File: config.mk
export PLATFORM = sky130hd
export DESIGN_NAME = vga_frame_driver
export DESIGN_NICKNAME = d
export VERILOG_FILES = /design/src/rtl/vga_pkg.sv /design/src/rtl/vga_axis_counter.sv /design/src/rtl/vga_frame_driver.sv
export SDC_FILE = /design/constraint.sdc
export NUM_CORES = 1
export LEC_CHECK = 0
export CORE_ASPECT_RATIO = 1.1
export CORE_MARGIN = 4
export CORE_UTILIZATION = 46
export CTS_CLUSTER_SIZE = 30
export DETAILED_ROUTE_END_ITERATION = 8
export PLACE_DENSITY = 0.84
export SYNTH_ARGS = -nofsm -noshare
export SYNTH_HDL_FRONTEND = slang
export SYNTH_SLANG_ARGS = --single-unit
File: constraint.sdc
create_clock -name clk -period 2.5 [get_ports clk]
set_input_delay 0.375 -clock clk [delete_from_list [all_inputs] [get_ports clk]]
set_output_delay 0.375 -clock clk [all_outputs]
set_load 0.05 [all_outputs]
File: src/rtl/vga_pkg.sv
// Shared VGA raster definitions: default 640x480@60 timing and the 10-bit coordinate type
// that the level renderers consume as col/row.
package vga_pkg;

    localparam int COORD_W = 10;
    typedef logic [COORD_W-1:0] coord_t;

    localparam int H_VISIBLE_DEF = 640;
    localparam int H_FP_DEF      = 16;
    localparam int H_SYNC_DEF    = 96;
    localparam int H_BP_DEF      = 48;
    localparam int V_VISIBLE_DEF = 480;
    localparam int V_FP_DEF      = 10;
    localparam int V_SYNC_DEF    = 2;
    localparam int V_BP_DEF      = 33;

    localparam int H_TOTAL      = H_VISIBLE_DEF + H_FP_DEF + H_SYNC_DEF + H_BP_DEF;
    localparam int V_TOTAL      = V_VISIBLE_DEF + V_FP_DEF + V_SYNC_DEF + V_BP_DEF;
    localparam int H_SYNC_START = H_VISIBLE_DEF + H_FP_DEF;
    localparam int H_SYNC_END   = H_SYNC_START + H_SYNC_DEF - 1;
    localparam int V_SYNC_START = V_VISIBLE_DEF + V_FP_DEF;
    localparam int V_SYNC_END   = V_SYNC_START + V_SYNC_DEF - 1;

    localparam int BAR_WIDTH = 80;

    // Colour-bar index for the built-in test pattern: eight bars of BAR_WIDTH pixels.
    function automatic logic [2:0] bar_index(input coord_t x);
        return 3'(x / coord_t'(BAR_WIDTH));
    endfunction

endpackage

File: src/rtl/vga_axis_counter.sv
// One raster axis: wrapping position counter with sync and visible-region flags.
// Latency: count updates on the clk after en; flags are combinational from count.
// Backpressure: none, free-running whenever en is high.
module vga_axis_counter
    import vga_pkg::*;
#(
    parameter int VISIBLE = H_VISIBLE_DEF,
    parameter int FP      = H_FP_DEF,
    parameter int SYNC    = H_SYNC_DEF,
    parameter int BP      = H_BP_DEF
) (
    input  logic   clk,
    input  logic   reset,
    input  logic   en,
    output coord_t count,
    output logic   wrap,
    output logic   sync,
    output logic   visible
);

    localparam int TOTAL      = VISIBLE + FP + SYNC + BP;
    localparam int SYNC_START = VISIBLE + FP;
    localparam int SYNC_END   = SYNC_START + SYNC - 1;

    if (TOTAL > 1023) begin : g_total_too_big
        $error("vga_axis_counter: total of %0d does not fit the 10-bit counter", TOTAL);
    end

    always_ff @(posedge clk) begin
        if (reset) begin
            count <= '0;
        end else if (en) begin
            count <= wrap ? '0 : count + coord_t'(1);
        end
    end

    assign wrap    = en && (count == coord_t'(TOTAL - 1));
    assign sync    = (count >= coord_t'(SYNC_START)) && (count <= coord_t'(SYNC_END));
    assign visible = count < coord_t'(VISIBLE);

endmodule

File: src/rtl/vga_frame_driver.sv
// VGA pixel-timing master: raster counters, blank-masked registered colour and syncs, frame tick.
// Latency: col/row to DAC pins is one pixel (2 clk); VGA_TEST_PATTERN_EN swaps rgb_* for colour bars.
// Backpressure: none, the raster never stalls.
module vga_frame_driver
    import vga_pkg::*;
#(
    parameter int H_VISIBLE = H_VISIBLE_DEF,
    parameter int H_FP      = H_FP_DEF,
    parameter int H_SYNC    = H_SYNC_DEF,
    parameter int H_BP      = H_BP_DEF,
    parameter int V_VISIBLE = V_VISIBLE_DEF,
    parameter int V_FP      = V_FP_DEF,
    parameter int V_SYNC    = V_SYNC_DEF,
    parameter int V_BP      = V_BP_DEF
) (
    input  logic       clk,
    input  logic       reset,
    input  logic [7:0] rgb_r,
    input  logic [7:0] rgb_g,
    input  logic [7:0] rgb_b,
    output coord_t     col,
    output coord_t     row,
    output logic       pix_en,
    output logic       frame_tick,
    output logic [7:0] VGA_R,
    output logic [7:0] VGA_G,
    output logic [7:0] VGA_B,
    output logic       VGA_HS,
    output logic       VGA_VS,
    output logic       VGA_BLANK_N,
    output logic       VGA_SYNC_N,
    output logic       VGA_CLK
);

    logic       h_wrap;
    logic       h_sync;
    logic       h_vis;
    logic       v_wrap_unused;
    logic       v_sync;
    logic       v_vis;
    logic       visible;
    logic [7:0] src_r;
    logic [7:0] src_g;
    logic [7:0] src_b;

    always_ff @(posedge clk) begin
        if (reset) begin
            pix_en <= 1'b0;
        end else begin
            pix_en <= ~pix_en;
        end
    end

    vga_axis_counter #(
        .VISIBLE (H_VISIBLE),
        .FP      (H_FP),
        .SYNC    (H_SYNC),
        .BP      (H_BP)
    ) u_h_axis (
        .clk     (clk),
        .reset   (reset),
        .en      (pix_en),
        .count   (col),
        .wrap    (h_wrap),
        .sync    (h_sync),
        .visible (h_vis)
    );

    // Vertical axis advances only when the horizontal axis wraps.
    vga_axis_counter #(
        .VISIBLE (V_VISIBLE),
        .FP      (V_FP),
        .SYNC    (V_SYNC),
        .BP      (V_BP)
    ) u_v_axis (
        .clk     (clk),
        .reset   (reset),
        .en      (h_wrap),
        .count   (row),
        .wrap    (v_wrap_unused),
        .sync    (v_sync),
        .visible (v_vis)
    );

    assign visible = h_vis && v_vis;

`ifdef VGA_TEST_PATTERN_EN
    logic [2:0]  bar;
    logic [23:0] rgb_unused;

    assign bar        = bar_index(col);
    assign src_r      = {8{bar[2]}};
    assign src_g      = {8{bar[1]}};
    assign src_b      = {8{bar[0]}};
    assign rgb_unused = {rgb_r, rgb_g, rgb_b};
`else
    assign src_r = rgb_r;
    assign src_g = rgb_g;
    assign src_b = rgb_b;
`endif

    // Colour, syncs and blank share one pixel stage so they reach the DAC aligned.
    always_ff @(posedge clk) begin
        if (reset) begin
            VGA_R       <= '0;
            VGA_G       <= '0;
            VGA_B       <= '0;
            VGA_HS      <= 1'b1;
            VGA_VS      <= 1'b1;
            VGA_BLANK_N <= 1'b0;
        end else if (pix_en) begin
            VGA_R       <= visible ? src_r : '0;
            VGA_G       <= visible ? src_g : '0;
            VGA_B       <= visible ? src_b : '0;
            VGA_HS      <= ~h_sync;
            VGA_VS      <= ~v_sync;
            VGA_BLANK_N <= visible;
        end
    end

    // Fires at the start of vertical blanking so game state updates land off-screen.
    assign frame_tick = pix_en && (col == '0) && (row == coord_t'(V_VISIBLE));
    assign VGA_SYNC_N = 1'b0;
    assign VGA_CLK    = pix_en;

endmodule

---- After elaboration in Yosys (flattened, before gate mapping) ----
Index checks and enable logic that the tools add are counted.
word-level totals
  flip-flop bits (word level) ............. 48
  bits of input ports ..................... 26
  output and inout port bits .............. 51
  logic and storage cells ................. 36
cells by class
  add/subtract/negate cells ............... 2
  order comparisons ....................... 6
  equality and inequality tests ........... 3
  multiplexer cells ....................... 5
  bitwise logic cells ..................... 3
  reductions and logical operators ........ 8
operator list
  kind                   number
  $mux 8                 3
  $add 10x1->10 const B  2
  $eq 10x10->1 const B   2
  $mux 10                2
  $eq 10x9->1 const B    1
  $ge 10x10->1 const B   1
  $ge 10x9->1 const B    1
  $le 10x10->1 const B   1
  $le 10x9->1 const B    1
  $logic_not 10->1       1
  $lt 10x10->1 const B   1
  $lt 10x9->1 const B    1
  $logic_and 1x1->1      7
  $not 1->1              3

---- Longest topological paths before layout ----
  depth after elaboration ................. 4
  gate-level depth with buffers ........... 7
  gate-level depth less buffers ........... 6

---- Hierarchy ----
Synthesis repeated with hierarchy kept, for this count alone.
second synthesis, totals
  cells, all modules ...................... 203
  area, all modules ....................... 2078.2 um^2
modules (own cells, without submodules)
  module                        instances  cells each  area an instance (um^2)  seq. area each (um^2)
  vga_frame_driver              1          77          953.4                    560.5
  vga_axis_counter at u_h_axis  1          64          576.8                    200.2
  vga_axis_counter at u_v_axis  1          62          548.0                    200.2

---- Worst setup path after synthesis ----
No wires, ideal clock.
  path kind ............................... register to output
  from .................................... reg u_h_axis.count[0]
  to ...................................... out frame_tick
  data arrival time ....................... 2.238 ns
  data required time ...................... 2.125 ns
  slack ................................... -0.113 ns
  stages on the path, launching flop included .. 7
  path buffers ............................ 0
  path through ............................ dfxtp_1 > inv_1 > ha_1 > or4bb_2 > nor3_1 > nand4_1 > nor2_1
between the ends
  cells in the longest elaborated chain, start to end .. 3
RTL lines
  element                         RTL line                 text
  start: declaration              vga_axis_counter.sv:15   output coord_t count,
  start signal: assignment        vga_axis_counter.sv:33   count <= wrap ? '0 : count + coord_t'(1);
  $logic_not 10->1                vga_frame_driver.sv:122  assign frame_tick = pix_en && (col == '0) && (row == coord_t'(V_VISIBLE));
  $logic_and 1x1->1 (2 in a row)  vga_frame_driver.sv:122
  end: declaration                vga_frame_driver.sv:24   output logic frame_tick,
No other way between the ends.

---- Final worst setup path ----
  from .................................... reg u_h_axis.count[1]
  to ...................................... out frame_tick
Same word-level chain as after synthesis.

==> key figures <==
Placement
  • Placed insts: 311
  • Routability cong.: 0.782
  • Dpl ws: 404 ps
  • Post-DP HPWL: 3420 um
  • IO Port Bufs: 75

CTS
  • CTS buffer count: 5
  • Post-CTS resize count: 0
  • Clk pin slew, worst setup/hold paths: 80 ps
  • Setup bufs post-CTS: 0
  • Clock tree buffer depth: 2
  • CTS Hold Bufs: 0
  • Worst skew pair latency: 300 ps
  • CTS tree: yes
  • Clk sinks: 48
  • H-tree levels: 2
  • Root Driver: clkbuf_8

Logic synthesis
  • Syn avg cell area: 9.98 um2
  • Ys Warns: 0
  • Count of flip-flops with a built-in enable after synthesis: 0
  • Register area share after synthesis: 50.1%
  • Synth top area share: 50.1%
  • Post-Synthesis Cells: 192
  • Synth area leaders: dfxtp_1 50%, a22o_1 11%, xor2_1 4.1%
  • Cell Area, Synth: 1920 um2
  • Synth area leader: dfxtp_1
  • Synth cell count leaders: 48 x dfxtp_1, 24 x a22o_1, 13 x nor2_1
  • Mapped Nets: 222
  • Count leader, synth: dfxtp_1
  • Ys async rst share: 0%
  • Yosys reg bits: 48
  • Top_reg_cell synth: dfxtp_1
  • Unique masters post-synth: 34

Min path
  • Hold Path Class: reg2reg
  • Min-Delay Startpoint: VGA_BLANK_N
  • Hold Path Stages: 1
  • Hold Path End: VGA_BLANK_N

Layout
  • ANT cells: 0
  • Fin cells: 319
  • Fin nets: 296
  • Fraction of layout cells with a size suffix above 1: 7.49%
  • Final Util: 70.4%
  • Area Overhead vs Synth: 46.7%

Drt
  • DRC viols: 0
  • Avg Vias per Cell: 5.55
  • Wire length per cell: 15.3 um
  • Via count: 1771
  • DRT Pass-1 Iters: 4
  • Initial DRC count: 165
  • Post-Route WL: 4870 um
  • Post-route ant nets: 0

GRT
  • Initial antenna violation count: 0
  • GR Util All Layers: 18.5%
  • First-pass GRT wire length: 7750 um
  • Number of global-route vias before repair: 1716
  • Gr ovfl total: 0
  • Pin count of the biggest net entering global routing: 26

Timing
  • Final period utilization: 96.3%
  • Layout Skew: 5.24 ps
  • PnR worst setup slack: 92.7 ps
  • Final Hold Fails: 0
  • Min Hold Slack: 470 ps
  • Fin crit period: 2410 ps
  • Max_slew headroom: 43.0%
  • Worst-Margin Slew: 856 ps
  • Slew Limit Fails: 0
  • Endpoints failing setup: 0
  • Max Clock Freq: 0.415 GHz

Floorplan
  • Starting Density: 48.0%
  • Die width: 69.6 um
  • # rows: 24
  • Total core area: 3990 um2
  • Die area: 5270 um2
  • Die height: 75.7 um
  • IO Pins: 77

Setup path
  • Startpoint Class: register
  • CP startpoint: u_h_axis.count[1]
  • Worst EP required: 2120 ps
  • Worst reg-to-reg path cell count: 5
  • Crit path max fanout: 5
  • Endpoint of the worst register-to-register path: u_v_axis.count[7]
  • Worst r2r src: u_h_axis.count[1]
  • Reg2reg setup slack: 390 ps
  • Critical path data arrival time: 2030 ps
  • WS Path Type: reg2out
  • Crit path capture type: output pin

Flow run
  • Total of max-cap violations: 0

Power and ir drop
  • PwrDens: 550 nW/um2
  • Total power: 1550 uW
  • Lkg Pwr: 0.00103 uW
  • Worst VDD drop: 456 uV

Run status
  • Status: completed
-- layer usage --
metal	part of all wire, %	wire length [um]	up-vias	global-route usage [%]
li1	-	-	852	-
met4	1.6	80	0	5.86
met5	0	0	-	0
met2	45	2210	95	30.4
met3	13	643	11	11.3
met1	40	1940	813	20.1
-- flip-flops by register name, indices dropped and copies added, names as in the netlist --
register,flops
u_h_axis.count,10
u_v_axis.count,10
VGA_B,8
VGA_G,8
VGA_R,8
VGA_BLANK_N,1
VGA_CLK,1
VGA_HS,1
VGA_VS,1
-- cell usage in the layout, fill, tap and decap left out, drive strengths merged, types with 4 or more instances in the layout --
cell type / Yosys / routed
a21oi: 10 / 10
a22o: 24 / 24
and3: 4 / 4
and4: 4 / 4
buf: 4 / 5
clkbuf: 8 / 8
clkdlybuf4s50: 0 / 74
dfxtp: 48 / 48
ha: 4 / 4
inv: 5 / 5
nand2: 6 / 6
nand3: 12 / 12
nand4: 6 / 6
nor2: 13 / 13
nor3: 9 / 9
xor2: 9 / 9
-- worst max-delay path: stages, from the launching register on --
cell	delay (ps)
dfxtp_1	360
inv_1	70
ha_1	120
or4bb_2	620
nor3_2	130
nand4_1	120
nor2_2	170
buf_12	150
-- metrics by stage --
step | area [um2] | setup TNS, ps
final | 2810 | 0
after global routing | 2810 | -23.0
after CTS | 2800 | 0
after detailed placement | 2710 | 0
after global placement | 2710 | 0
after floorplan | 1920 | 0
-- power by group --
part           switching [uW]  internal (uW)  leakage [uW]  total [uW]
sequential               19.1            792      0.000392         811
combinational             156            109      0.000591         265
clock                     246            226     0.0000455         472
-- cell type report --
cell class / count / area [um2]
fillers: 306 / 1180
repair buffers: 79 / 791
clock buffers: 8 / 90.1
flip-flops and latches: 48 / 965
multi-input cells: 127 / 883
well taps: 52 / 65.1
inverters: 5 / 18.8
-- worst max-delay path by stage --
| stage | to | slack, ps | cells after the start |
|---|---|---|---|
| floorplan | frame_tick | 90 | 6 |
| detailed placement | frame_tick | 400 | 7 |
| global placement | frame_tick | 430 | 7 |
| CTS | frame_tick | 70 | 7 |
| global route | frame_tick | -20 | 7 |
| finish | frame_tick | 90 | 7 |
-- logic make-up after synthesis --
kind of cell / Yosys count / synth area share (%)
DFF: 48 / 50.1
and+or+nand+nor: 69 / 21.5
other: 1 / 0.196
xor gates and xnor gates: 11 / 5.03
adders and majority gates: 4 / 2.61
buffers and inverters: 17 / 4.18
AOI/OAI and AO/OA: 42 / 16.4
Note: power is estimated with default switching activity, not from simulation.
